--- src/rtl/ctrl_pkg.sv ---
// Shared controller definitions: opcodes, flag positions, widths and the execute FSM states.
// Used by decode, register file and execute stages.
package ctrl_pkg;

    localparam int unsigned DATA_W    = 32;
    localparam int unsigned REG_IDX_W = 4;

    localparam logic [3:0] OP_NOP = 4'd0;
    localparam logic [3:0] OP_ADD = 4'd1;
    localparam logic [3:0] OP_SUB = 4'd2;
    localparam logic [3:0] OP_AND = 4'd3;
    localparam logic [3:0] OP_OR  = 4'd4;
    localparam logic [3:0] OP_XOR = 4'd5;
    localparam logic [3:0] OP_NOT = 4'd6;
    localparam logic [3:0] OP_SHL = 4'd7;
    localparam logic [3:0] OP_SHR = 4'd8;
    localparam logic [3:0] OP_MOV = 4'd9;
    localparam logic [3:0] OP_MUL = 4'd10;

    localparam int unsigned FLAG_C = 2;
    localparam int unsigned FLAG_Z = 1;
    localparam int unsigned FLAG_N = 0;

    typedef enum logic {StIdle, StBusy} ex_state_e;

    function automatic logic [2:0] calc_flags(input logic carry, input logic [DATA_W-1:0] res);
        logic [2:0] f;
        f         = '0;
        f[FLAG_C] = carry;
        f[FLAG_Z] = (res == '0);
        f[FLAG_N] = res[DATA_W-1];
        return f;
    endfunction

endpackage

--- src/rtl/exec_mul_iter.sv ---
// Iterative unsigned multiplier: consumes MUL_DIGIT bits of B per cycle into a 64-bit accumulator.
// product_o is the accumulator value after the current step, valid while done_o is high.
module exec_mul_iter #(
    parameter int unsigned DATA_W    = 32,
    parameter int unsigned MUL_DIGIT = 4
) (
    input  logic                  clk,
    input  logic                  reset_n,
    input  logic                  start_i,
    input  logic [DATA_W-1:0]     a_i,
    input  logic [DATA_W-1:0]     b_i,
    output logic                  busy_o,
    output logic                  done_o,
    output logic [2*DATA_W-1:0]   product_o
);

    localparam int unsigned Iters = DATA_W / MUL_DIGIT;
    localparam int unsigned CntW  = $clog2(Iters);
    localparam int unsigned PpW   = DATA_W + MUL_DIGIT;

    logic [DATA_W-1:0]   a_q, a_d, b_q, b_d;
    logic [2*DATA_W-1:0] acc_q, acc_d, acc_step;
    logic [CntW-1:0]     cnt_q, cnt_d;
    logic                busy_q, busy_d;
    logic [MUL_DIGIT-1:0] digit;
    logic [PpW-1:0]      pp;

    always_comb begin
        digit    = b_q[int'(cnt_q)*MUL_DIGIT +: MUL_DIGIT];
        pp       = {{MUL_DIGIT{1'b0}}, a_q} * {{DATA_W{1'b0}}, digit};
        acc_step = acc_q + ({{(2*DATA_W-PpW){1'b0}}, pp} << (int'(cnt_q) * MUL_DIGIT));
    end

    always_comb begin
        a_d    = a_q;
        b_d    = b_q;
        acc_d  = acc_q;
        cnt_d  = cnt_q;
        busy_d = busy_q;
        if (busy_q) begin
            acc_d = acc_step;
            cnt_d = cnt_q + 1'b1;
            if (cnt_q == CntW'(Iters - 1)) begin
                busy_d = 1'b0;
            end
        end else if (start_i) begin
            a_d    = a_i;
            b_d    = b_i;
            acc_d  = '0;
            cnt_d  = '0;
            busy_d = 1'b1;
        end
    end

    always_ff @(posedge clk or negedge reset_n) begin
        if (!reset_n) begin
            a_q    <= '0;
            b_q    <= '0;
            acc_q  <= '0;
            cnt_q  <= '0;
            busy_q <= 1'b0;
        end else begin
            a_q    <= a_d;
            b_q    <= b_d;
            acc_q  <= acc_d;
            cnt_q  <= cnt_d;
            busy_q <= busy_d;
        end
    end

    assign busy_o    = busy_q;
    assign done_o    = busy_q && (cnt_q == CntW'(Iters - 1));
    assign product_o = acc_step;

endmodule

--- src/rtl/execute_stage.sv ---
// Execute stage: single-cycle ALU plus iterative MUL, driving the register-file write-back port.
// Stalls upstream while a multiply is in flight.
module execute_stage #(
    parameter int unsigned DATA_W    = 32,
    parameter int unsigned MUL_DIGIT = 4
) (
    input  logic              clk,
    input  logic              reset_n,
    input  logic              ex_valid_in,
    input  logic [3:0]        ex_opcode_in,
    input  logic [3:0]        ex_dest_in,
    input  logic [DATA_W-1:0] ex_s1_data_in,
    input  logic [DATA_W-1:0] ex_s2_data_in,
    output logic              ex_stall_out,
    output logic              wb_valid_out,
    output logic [3:0]        wb_dest_out,
    output logic [DATA_W-1:0] wb_data_out,
    output logic [2:0]        wb_flags_out
);
    import ctrl_pkg::*;

    ex_state_e           state_q, state_d;
    logic                wb_valid_q, wb_valid_d;
    logic [3:0]          wb_dest_q, wb_dest_d, mul_dest_q, mul_dest_d;
    logic [DATA_W-1:0]   wb_data_q, wb_data_d;
    logic [2:0]          wb_flags_q, wb_flags_d;

    logic                mul_start, mul_busy, mul_done, alu_load;
    logic [2*DATA_W-1:0] mul_product;
    logic [DATA_W-1:0]   alu_res;
    logic                alu_c;
    logic [DATA_W:0]     sum33, shl33, shr33;

    exec_mul_iter #(
        .DATA_W   (DATA_W),
        .MUL_DIGIT(MUL_DIGIT)
    ) u_mul (
        .clk      (clk),
        .reset_n  (reset_n),
        .start_i  (mul_start),
        .a_i      (ex_s1_data_in),
        .b_i      (ex_s2_data_in),
        .busy_o   (mul_busy),
        .done_o   (mul_done),
        .product_o(mul_product)
    );

    // Shifts run one bit wider so the last bit shifted out lands in bit DATA_W (SHL) or bit 0 (SHR).
    always_comb begin
        alu_res = '0;
        alu_c   = 1'b0;
        sum33   = '0;
        shl33   = {1'b0, ex_s1_data_in} << ex_s2_data_in[4:0];
        shr33   = {ex_s1_data_in, 1'b0} >> ex_s2_data_in[4:0];
        case (ex_opcode_in)
            OP_ADD: begin
                sum33   = {1'b0, ex_s1_data_in} + {1'b0, ex_s2_data_in};
                alu_res = sum33[DATA_W-1:0];
                alu_c   = sum33[DATA_W];
            end
            OP_SUB: begin
                sum33   = {1'b0, ex_s1_data_in} - {1'b0, ex_s2_data_in};
                alu_res = sum33[DATA_W-1:0];
                alu_c   = sum33[DATA_W];
            end
            OP_AND: alu_res = ex_s1_data_in & ex_s2_data_in;
            OP_OR:  alu_res = ex_s1_data_in | ex_s2_data_in;
            OP_XOR: alu_res = ex_s1_data_in ^ ex_s2_data_in;
            OP_NOT: alu_res = ~ex_s1_data_in;
            OP_SHL: begin
                alu_res = shl33[DATA_W-1:0];
                alu_c   = shl33[DATA_W];
            end
            OP_SHR: begin
                alu_res = shr33[DATA_W:1];
                alu_c   = shr33[0];
            end
            OP_MOV: alu_res = ex_s1_data_in;
            default: ;
        endcase
    end

    always_ff @(posedge clk or negedge reset_n) begin
        if (!reset_n) begin
            state_q <= StIdle;
        end else begin
            state_q <= state_d;
        end
    end

    always_comb begin
        state_d = state_q;
        unique case (state_q)
            StIdle: if (mul_start) state_d = StBusy;
            StBusy: if (mul_done)  state_d = StIdle;
            default: state_d = StIdle;
        endcase
    end

    always_comb begin
        ex_stall_out = (state_q == StBusy);
        mul_start    = (state_q == StIdle) && ex_valid_in && (ex_opcode_in == OP_MUL);
        alu_load     = (state_q == StIdle) && ex_valid_in &&
                       (ex_opcode_in >= OP_ADD) && (ex_opcode_in <= OP_MOV);
    end

    // Write-back fields hold when nothing completes; the register file rewrites them idempotently.
    always_comb begin
        wb_valid_d = 1'b0;
        wb_dest_d  = wb_dest_q;
        wb_data_d  = wb_data_q;
        wb_flags_d = wb_flags_q;
        mul_dest_d = mul_start ? ex_dest_in : mul_dest_q;
        if (alu_load) begin
            wb_valid_d = 1'b1;
            wb_dest_d  = ex_dest_in;
            wb_data_d  = alu_res;
            wb_flags_d = calc_flags(alu_c, alu_res);
        end else if (mul_done && mul_busy) begin
            wb_valid_d = 1'b1;
            wb_dest_d  = mul_dest_q;
            wb_data_d  = mul_product[DATA_W-1:0];
            wb_flags_d = calc_flags(|mul_product[2*DATA_W-1:DATA_W], mul_product[DATA_W-1:0]);
        end
    end

    always_ff @(posedge clk or negedge reset_n) begin
        if (!reset_n) begin
            wb_valid_q <= 1'b0;
            wb_dest_q  <= '0;
            wb_data_q  <= '0;
            wb_flags_q <= 3'b010;
            mul_dest_q <= '0;
        end else begin
            wb_valid_q <= wb_valid_d;
            wb_dest_q  <= wb_dest_d;
            wb_data_q  <= wb_data_d;
            wb_flags_q <= wb_flags_d;
            mul_dest_q <= mul_dest_d;
        end
    end

    assign wb_valid_out = wb_valid_q;
    assign wb_dest_out  = wb_dest_q;
    assign wb_data_out  = wb_data_q;
    assign wb_flags_out = wb_flags_q;

endmodule

--- config.mk ---
export PLATFORM = sky130hd
export DESIGN_NAME = execute_stage
export DESIGN_NICKNAME = d
export VERILOG_FILES = /design/src/rtl/ctrl_pkg.sv /design/src/rtl/exec_mul_iter.sv /design/src/rtl/execute_stage.sv
export SDC_FILE = /design/constraint.sdc
export NUM_CORES = 1
export LEC_CHECK = 0
export CORE_UTILIZATION = 28
export DETAILED_ROUTE_END_ITERATION = 10
export GPL_ROUTABILITY_DRIVEN = 0
export PLACE_DENSITY = 0.52
export RECOVER_POWER = 100
export SLEW_MARGIN = 20
export SYNTH_ARGS = -nofsm -noshare
export SYNTH_HDL_FRONTEND = slang
export SYNTH_SLANG_ARGS = --single-unit
--- constraint.sdc ---
create_clock -name clk -period 11.3 [get_ports clk]
set_clock_uncertainty 0.1 [all_clocks]
set_input_delay 2.26 -clock clk [delete_from_list [all_inputs] [get_ports clk]]
set_output_delay 2.26 -clock clk [all_outputs]
set_load 0.01 [all_outputs]
; ---- After elaboration in Yosys (flattened, before gate mapping)
; Index checks and enable logic that the tools add are counted.
[totals]
register_bits = 177
input_bits = 75
out_inout_bits = 41
wordCells = 70
[op_classes]
addsub = 4
n_mul = 1
n_lt_le_gt_ge = 2
eq_ne = 11
shifts = 4
n_mux = 19
bitwise_logic = 6
n_reduce_logical = 12
[op_table]
columns = operator, n
row1 = 32-bit case mux with 9 select lines, 1
row2 = 64-bit 2-to-1 mux, 2
row3 = 64-bit adder, 1
row4 = 32-bit zero test, 2
row5 = 32-bit 2-to-1 mux, 2
row6 = 36-bit by 5-bit left shift with 64-bit output, 1
row7 = 32-bit by 4-bit multiplier with 36-bit output, 1
row8 = 32-bit by 32-bit adder with 33-bit output, 1
row9 = 32-bit by 5-bit left shift with 33-bit output, 1
row10 = 33-bit by 5-bit >> shifter with 33-bit output, 1
row11 = 32-bit by 32-bit subtractor with 33-bit output, 1
row12 = 32-bit AND, 1
row13 = 32-bit inverter, 1
row14 = 32-bit OR, 1
row15 = 32-bit OR reduction, 1
row16 = 32-bit by 6-bit variable part select with 4-bit output, 1
row17 = 32-bit bitwise XOR, 1
row18 = "4-bit by 3-bit equality test with 1-bit output, second input constant", 4
row19 = "4-bit equality test, second input constant", 3
row20 = 3-bit 2-to-1 mux, 4
row21 = "4-bit by 2-bit equality test with 1-bit output, second input constant", 2
row22 = 4-bit 2-to-1 mux, 2
row23 = 1-bit logical AND, 6
row24 = 1-bit 2-to-1 mux, 6
row25 = 10 further kinds, 12

; ---- Logic depth before layout (Yosys ltp)
[depth]
ltp_word = 7
depth_mapped = 38
ltp_nobuf = 33

; ---- Hierarchy
; From an unflattened synthesis, not the netlist that was laid out.
[hier_totals]
cells_unflattened = 3382
area_unflattened_um2 = 26471.6
[by_module_without_submodules]
columns = mod, n_inst, cells_each, area_per_inst_um2, seq_area_each_um2
row1 = exec_mul_iter, 1, 1699, 14599.0, 3303.2
row2 = execute_stage, 1, 1683, 11872.6, 1102.3

; ---- Worst setup path before layout
; OpenSTA, ideal clock, no wires.
[synth_timing]
kind = reg-to-reg
from = register u_mul.cnt_q[0]
to = register wb_flags_q[2], in the netlist wb_flags_out[2]
setup_ns = 0.142
t_arrival_ns = 9.134
required_ns = 11.058
setup_slack_ns = 1.924
stages_incl_launch_ff = 38
n_path_buf = 4
period_less_slack_ns = 9.376
cell_sequence = dfrtp_1 clkbuf_1 buf_1 mux4_2 mux2i_1 clkbuf_1 nor2b_1 fa_1 inv_1 fa_1 inv_1 ha_1 and3_1 and3_1 a211oi_2 a21oi_1 o31ai_1 o21ai_0 [2 not listed] xor2_1 o21a_1 a21oi_1 mux2_2 ha_1 clkbuf_1 nand2_1 nor3_1 nand2b_1 o311ai_1 a31oi_1 o21ai_0 xor2_1 or4_1 nor4_1 nand4_1 nor4_1 a41oi_1
[synth_via]
elab_chain_len = 7
word_cells_on_any_way = 11
cone_classes = add/sub (1) / mul (1) / eq/ne (1) / shift (2) / mux (2) / reduce/logical (4)
[synth_rtl]
columns = item, line
row1 = "start, declared", exec_mul_iter.sv:23  ; logic [CntW-1:0] cnt_q, cnt_d;
row2 = "start signal, assigned", exec_mul_iter.sv:66  ; cnt_q <= cnt_d;
row3 = 32-bit by 6-bit variable part select with 4-bit output, exec_mul_iter.sv:29  ; digit = b_q[int'(cnt_q)*MUL_DIGIT +: MUL_DIGIT];
row4 = 32-bit by 4-bit multiplier with 36-bit output, exec_mul_iter.sv:30  ; pp = {{MUL_DIGIT{1'b0}}, a_q} * {{DATA_W{1'b0}}, digit};
row5 = 36-bit by 5-bit left shift with 64-bit output, exec_mul_iter.sv:31  ; acc_step = acc_q + ({{(2*DATA_W-PpW){1'b0}}, pp} << (int'(cnt_q) * MUL_DIGIT));
row6 = 64-bit adder, exec_mul_iter.sv:31
row7 = 32-bit OR reduction, execute_stage.sv:123  ; wb_flags_d = calc_flags(|mul_product[2*DATA_W-1:DATA_W], mul_product[DATA_W-1:0]);
row8 = 3-bit 2-to-1 mux, execute_stage.sv:119  ; end else if (mul_done && mul_busy) begin
row9 = 3-bit 2-to-1 mux, execute_stage.sv:114  ; if (alu_load) begin
row10 = "end signal, assigned", execute_stage.sv:138  ; wb_flags_q <= wb_flags_d;
row11 = "end, declared", execute_stage.sv:26  ; logic [2:0] wb_flags_q, wb_flags_d;
; Parallel ways exist; a longest one is shown, timed or not. The select of a mux whose other input is x is not followed.
; A chain may end at the register's enable or synchronous reset.

; ---- Worst setup path in the final report
; Ends and elaborated chain as after synthesis.

==> results.tsv <==
metric	value	unit
EDFF count, synth	0	
synthesized instance count	3465	
Hold Buf Count CTS	0	
setup TNS	0	ns
final WL	112000	um
Yosys cell types	102	
core area	93300	sq um
Max Root-Sink Buffers	2	
startpoint types	flop	
Placed Area	28600	sq um
post-CTS setup buffer count	0	
final hold violations	0	
Leak	12.6	nW
CTS tree	built	
vias in the first global route	25455	
share of flip-flops with an asynchronous set or reset	100	%
first-pass GRT wire length	167000	um
total die area	95500	sq um
outcome	finished with violations	
Avg Cell Area, Syn	7.62	sq um
Area Overhead vs Synth	10.2	%
GR Overflow Total	0	
endpoint class of the critical path	flop	
DRC Markers	0	
Cell Area, Synth	26400	sq um
minimum clock period	10.33	ns
Fmax achieved	0.0968	GHz
final instance area	29100	sq um
slew of the pin with the lowest slew margin	6.29	ns
antenna-violating nets left	0	
largest net degree at the start of global routing	110	
Initial DRT Pass Iterations	7	
HP Class	reg2reg	
Max-cap violations	5	
sequential-to-total area share from yosys stat	16.7	%
CTS root buf	clkbuf_16	
Clock Sink Count	176	
slowest stage cell, crit path	dfrtp_2	
worst ir drop on vdd	179	uV
max-slew violations	354	
CP Max Fanout	28	
drt wl/cell	23.9	um
delay-heaviest family, CP	compound AO/OA/AOI/OAI gates	
CTS Buf Count	17	
Buffers & Inverters on Critical Path	3	
via count	26924	
Worst Setup Path Type	reg2reg	
Final Setup Violations	0	
dpl cells	4650	
Nets	3755	
die width	309	um
DR vias/cell	5.75	
DRT iter0 DRCs	2929	
Tcrit/Tclk final	91.4	%
Total Power	9.42	mW
I/O pin cnt	116	
Die Ht	309	um
synthesis warning total	0	
syn_nets	3805	
Yosys reg bits	176	
clock latency on the worst-skew pair	0.49	ns
Finished Layout Cells	4683	
layout cell share with drive strength beyond 1	7.93	%
Cell Pwr Density	324	nW/um^2
CP arrival	10.58	ns
Initial Util	28.3	%
port bufs	115	
num rows	112	
PostCTS Resize Cnt	0	
Main synth FF type	dfrtp_1	
register area	4410	sq um
CTS clock-pin slew for the worst setup and hold paths	0.08	ns
Multi-input gate area	20000	sq um
violated checks	max-capacitance violations, max-slew violations	
initial antenna violation count	12	
Hold Slack	0.408	ns
slew margin rel.	-319	%
CP peak stage delay	0.57	ns
post-detail-place hpwl	87200	um
htree depth	4	
FILL cells	10207	
RSZ-0062 raised after global routing	false	
GRT Total Usage	23.1	%
Worst EP required	11.55	ns
worst register-to-register path: cells and delay by family, from the launching register on:
| kind | cells | cell delay (ns) |
|---|---|---|
| AO/OA/AOI/OAI | 13 | 3.48 |
| AND/OR/NAND/NOR | 9 | 2.00 |
| adder cells (fa/ha/maj) | 4 | 1.75 |
| multiplexers | 3 | 1.30 |
| flip-flops | 1 | 0.57 |
| XOR/XNOR | 2 | 0.55 |
| buffers and inverters | 3 | 0.48 |
Yosys cell counts, drive strengths merged (12+ instances only):
cell type | number | area [sq um]
a211o | 15 | 131
a211oi | 63 | 483
a21o | 55 | 413
a21oi | 264 | 1330
a221oi | 17 | 155
a22o | 17 | 149
a22oi | 40 | 300
a31oi | 34 | 213
and2 | 19 | 119
and3 | 26 | 163
buf | 54 | 335
clkbuf | 193 | 724
dfrtp | 175 | 4380
fa | 63 | 1260
ha | 202 | 2530
inv | 253 | 950
mux2 | 100 | 1130
mux2i | 111 | 1130
mux4 | 39 | 920
nand2 | 346 | 1300
nand2b | 35 | 219
nand3 | 70 | 350
nand4 | 40 | 250
nor2 | 281 | 1060
nor2b | 125 | 782
nor3 | 64 | 320
nor4 | 34 | 225
o211ai | 30 | 225
o21a | 30 | 225
o21ai | 284 | 1420
o21bai | 34 | 255
o221ai | 19 | 166
o22ai | 39 | 244
o31ai | 22 | 165
or2 | 12 | 75.1
or3 | 16 | 105
xnor2 | 62 | 543
xor2 | 37 | 324
layout by cell type, fill, tap and decap left out, types with 16 or more instances in the layout:
cell type and count:
a21oi_1 263, mux4_2 28, mux2_2 94, a22oi_1 40
nor4_1 32, o21a_1 30, and3_1 25, a31oi_1 34
ha_1 202, mux2i_1 106, nand3_1 70, nand4_1 40
dlygate4sd3_1 43, a22o_1 17, o21bai_1 34, xnor2_1 62
buf_4 58, dfrtp_1 172, nand2_1 345, inv_1 250
o31ai_1 22, a221oi_1 16, o22ai_1 39, xor2_1 37
o221ai_1 19, o211ai_1 30, o21ai_0 279, nand2b_1 35
nor3_1 62, clkbuf_16 17, nor2_1 279, clkdlybuf4s50_1 66
a211oi_1 61, fa_1 63, nor2b_1 125, a21o_1 55
report_power, final:
part	internal, mW	switching, mW	total (mW)
registers	0.911	0.237	1.15
clock network	0.291	0.313	0.604
logic	2.64	5.03	7.67
final cells by class:
type / instances / share of cell area, %
sequential: 176 / 15.2
multi-input combinational: 2789 / 68.9
inverter: 253 / 3.26
tap: 1254 / 5.39
clock inverter: 13 / 0.413
timing repair buffer: 178 / 5.41
clock buffer: 19 / 1.49
antenna: 1 / 0.00860
logic make-up after synthesis:
logic type               count (synthesis)  synth area share (%)
XOR/XNOR                                99                  3.28
AND/OR/NAND/NOR                       1112                  20.2
flip-flops                             176                  16.7
buffers and inverters                  500                  7.61
adder cells (fa/ha/maj)                265                  14.4
multiplexers                           250                  12.1
AO/OA/AOI/OAI                         1063                  25.8
worst paths after layout:
check                                                   end  depth (start not counted)                       start  slack, ns
worst min-delay path              u_mul.b_q[26]$_DFFE_PN0P_                          1   u_mul.b_q[26]$_DFFE_PN0P_       0.41
worst max-delay path            wb_flags_out[2]$_DFFE_PN0P_                         34  u_mul.cnt_q[0]$_DFFE_PN0P_       0.97
max in group asynchronous        u_mul.cnt_q[1]$_DFFE_PN0P_                          2                     reset_n       2.86
worst max register to register  wb_flags_out[2]$_DFFE_PN0P_                         34  u_mul.cnt_q[0]$_DFFE_PN0P_       0.97
min in group asynchronous        wb_data_out[3]$_DFFE_PN0P_                          1                     reset_n       4.02
worst min register to register    u_mul.b_q[26]$_DFFE_PN0P_                          1   u_mul.b_q[26]$_DFFE_PN0P_       0.41
per-layer routing:
metal | wire [um] | global-route usage [%] | up-vias
met1 | 49900 | 32.3 | 12951
met3 | 10400 | 5.48 | 250
met2 | 46300 | 33.5 | 1328
met4 | 5010 | 9.81 | 20
li1 | - | - | 12375
met5 | 140 | 0 | -
registers in the layout, indices dropped and copies added, names as in the netlist:
signal,cells
u_mul.acc_q,64
u_mul.a_q,32
u_mul.b_q,32
wb_data_out,31
mul_dest_q,4
wb_dest_out,4
u_mul.cnt_q,3
wb_flags_out,3
ex_stall_out,1
u_mul.busy_o,1
wb_valid_out,1
stage by stage:
stage          setup slack (ns)  utilization, %
3_5_place_dp               1.14            30.6
6_report                  0.967            31.2
3_3_place_gp               1.31            30.6
4_1_cts                    1.12            31.2
2_1_floorplan              1.92               -
5_1_grt                   0.154            31.2
Power figures use the tool's default switching activity.
==> patch: new RTL, same settings <==
Put one more register stage on the output `wb_flags_out`, cleared by the reset. The value now appears one clock later. The other outputs are not delayed to match.
--- a/src/rtl/execute_stage.sv
+++ b/src/rtl/execute_stage.sv
@@ -144,5 +144,11 @@
     assign wb_dest_out  = wb_dest_q;
     assign wb_data_out  = wb_data_q;
-    assign wb_flags_out = wb_flags_q;
+    always_ff @(posedge clk or negedge reset_n) begin
+        if (!reset_n) begin
+            wb_flags_out <= '0;
+        end else begin
+            wb_flags_out <= wb_flags_q;
+        end
+    end
 
 endmodule
Formal check against the unedited RTL: not equivalent (a bounded check fails within 4 cycles, from zero or initial values and one cycle with reset_n low).
==> patch against the original RTL <==
The run still ends with max-capacitance violations, max-slew violations left; critical endpoint is now wb_flags_q[2]$_DFFE_PN0P_; power increased by 2.4%; area after synthesis increased by 2.2%; highest routed layer unchanged; via count increased by 2.4%; largest cell class unchanged; routed wire length increased by 2.6%; setup slack improved by 130 ps; cell count about the same; die area increased by 2.2%; core utilization increased by 0.17 points; sequential cell count increased by 3; design area increased by 2.5%; global-route usage decreased by 0.20 points.
==> patch: results (changes against the original RTL) <==
Cells and area
  – Reg area: 0.00449 mm^2 (+1.7%)
  – Fillers: 10200 (+0.020%)
  – CLK BUF: 20 (+1)
  – Fraction of layout cells with a size suffix above 1: 9.62% (+1.7 points)
  – Nets: 3748 (-0.19%)
  – Nonclk buf count: 187 (+5.1%)
  – Area grow syn2layout: 10.6%
  – Largest regs: u_mul.acc_q (64), u_mul.a_q (32), u_mul.b_q (32)
  – Layout clock area frac: 1.94% (+0.037 points)

Critical path
  – Slowest CP cell: a2111oi_0
  – Worst reg-to-reg path cell count: 32 (-5.9%)
  – R2R Path End: wb_flags_q[2]$_DFFE_PN0P_
  – CP max stage delay: 660 ps (+90 ps)
  – CP Max Fanout: 30 (+7.1%)
  – Worst EP arrival: 10440 ps (-140 ps)
  – Flop2flop setup slack: 1100 ps (+130 ps)

Placed design
  – # placed instances: 4654 (+0.086%)
  – Post-DP HPWL: 88300 um (+1.2%)
  – Post-place setup slack: 1510 ps (+372 ps)

GRT
  – Vias in the first global route: 26300 (+3.4%)
  – Met3 usage: 5.91% (+0.43 points)
  – First-pass GRT wire length: 171000 um (+1.9%)
  – Routing usage on met2: 33.8% (+0.37 points)
  – M1 GR Usage: 31.0% (-1.3 points)
  – Number of antenna violations at the first check in global routing: 3 (-9)

Pwr
  – Switching part of the total power: 59.4% (+0.20 points)
  – Worst VDD drop: 0.219 mV (+22%)
  – Pleak: 0.0128 uW (+2.2%)

Worst hold path
  – Worst Hold Depth: 0 (-1)
  – HP Start: wb_flags_q[1]$_DFFE_PN1P_
  – Worst Hold Endpoint: wb_flags_out[1]$_DFF_PN0_

Timing
  – Worst hold slack: 339 ps (-69.0 ps)
  – Max-slew violations: 400 (+13%)
  – Final Cycle Share: 90.3% (-1.2 points)
  – Slew @ Worst Pin: 6390 ps (+106 ps)

Synth
  – YS warnings: 0 (unchanged)
  – Ranking of synthesized cells by area: dfrtp_1, ha_1, mux4_2
  – Synthesized cell area: 0.0270 mm^2 (+2.2%)
  – Commonest cells post-synth: nand2_1, inv_1, nor2_1
  – Avg Cell Area, Syn: 7.83 um^2 (+2.7%)
  – Cell variety after synth: 92 (-9.8%)
  – Syn_nets: 3787 (-0.47%)
  – Sequential share of the synthesized area: 16.6% (-0.082 points)

Outcome
  – Status: complete, but fails checks
  – Failing checks: max-capacitance violations, max-slew violations

Routing
  – Routed vias/inst: 5.88 (+2.3%)
  – Pre-Repair DR Iteration Count: 6 (-1)
  – Metal3 WL: 11300 um (+7.9%)
  – Wire length on met1: 49300 um (-1.2%)
  – Vias: 27600 (+2.4%)
  – WL met2: 48300 um (+4.3%)
  – Wirelength, routed: 115000 um (+2.6%)

CTS
  – Clock Sinks: 179 (+1.7%)
  – Num CTS Buffers: 17 (unchanged)
  – Clk_lat worst skew: between 400 and 500 ps
  – Root buffer cell: clkbuf_16

Flow run
  – MaxCap Viol Count: 7 (+2)
patch: changes by cell type in the layout (fill, tap and decap cells not counted), sizes merged, moves of 13 or more:
cell / before / now
nor2: 281 / 254
mux2: 100 / 117
mux4: 39 / 68
a22oi: 40 / 27
a21oi: 264 / 242
o22ai: 39 / 24
mux2i: 111 / 90
o21ai: 284 / 234
nand2: 346 / 369
patch: cells by family (layout without fill, tap and decap cells):
group	Yosys count	after routing	share of synthesized area (%)
xor+xnor	83	83	2.69
other cells	0	1	0
flops	179	179	16.6
buf+inv	507	481	7.34
mux	275	275	14.0
compound gates	1024	1024	25.2
fa+ha+maj	265	265	14.0
simple gates	1114	1114	20.1
patch: power by group through the flow:
stage	Combinational, uW	Sequential [uW]	Clock, uW
6_report	7850	1200	601
5_1_grt	8450	1230	641
4_1_cts	7730	1200	619
3_5_place_dp	7680	1210	0
3_3_place_gp	7700	1210	0
2_1_floorplan	5230	1090	0
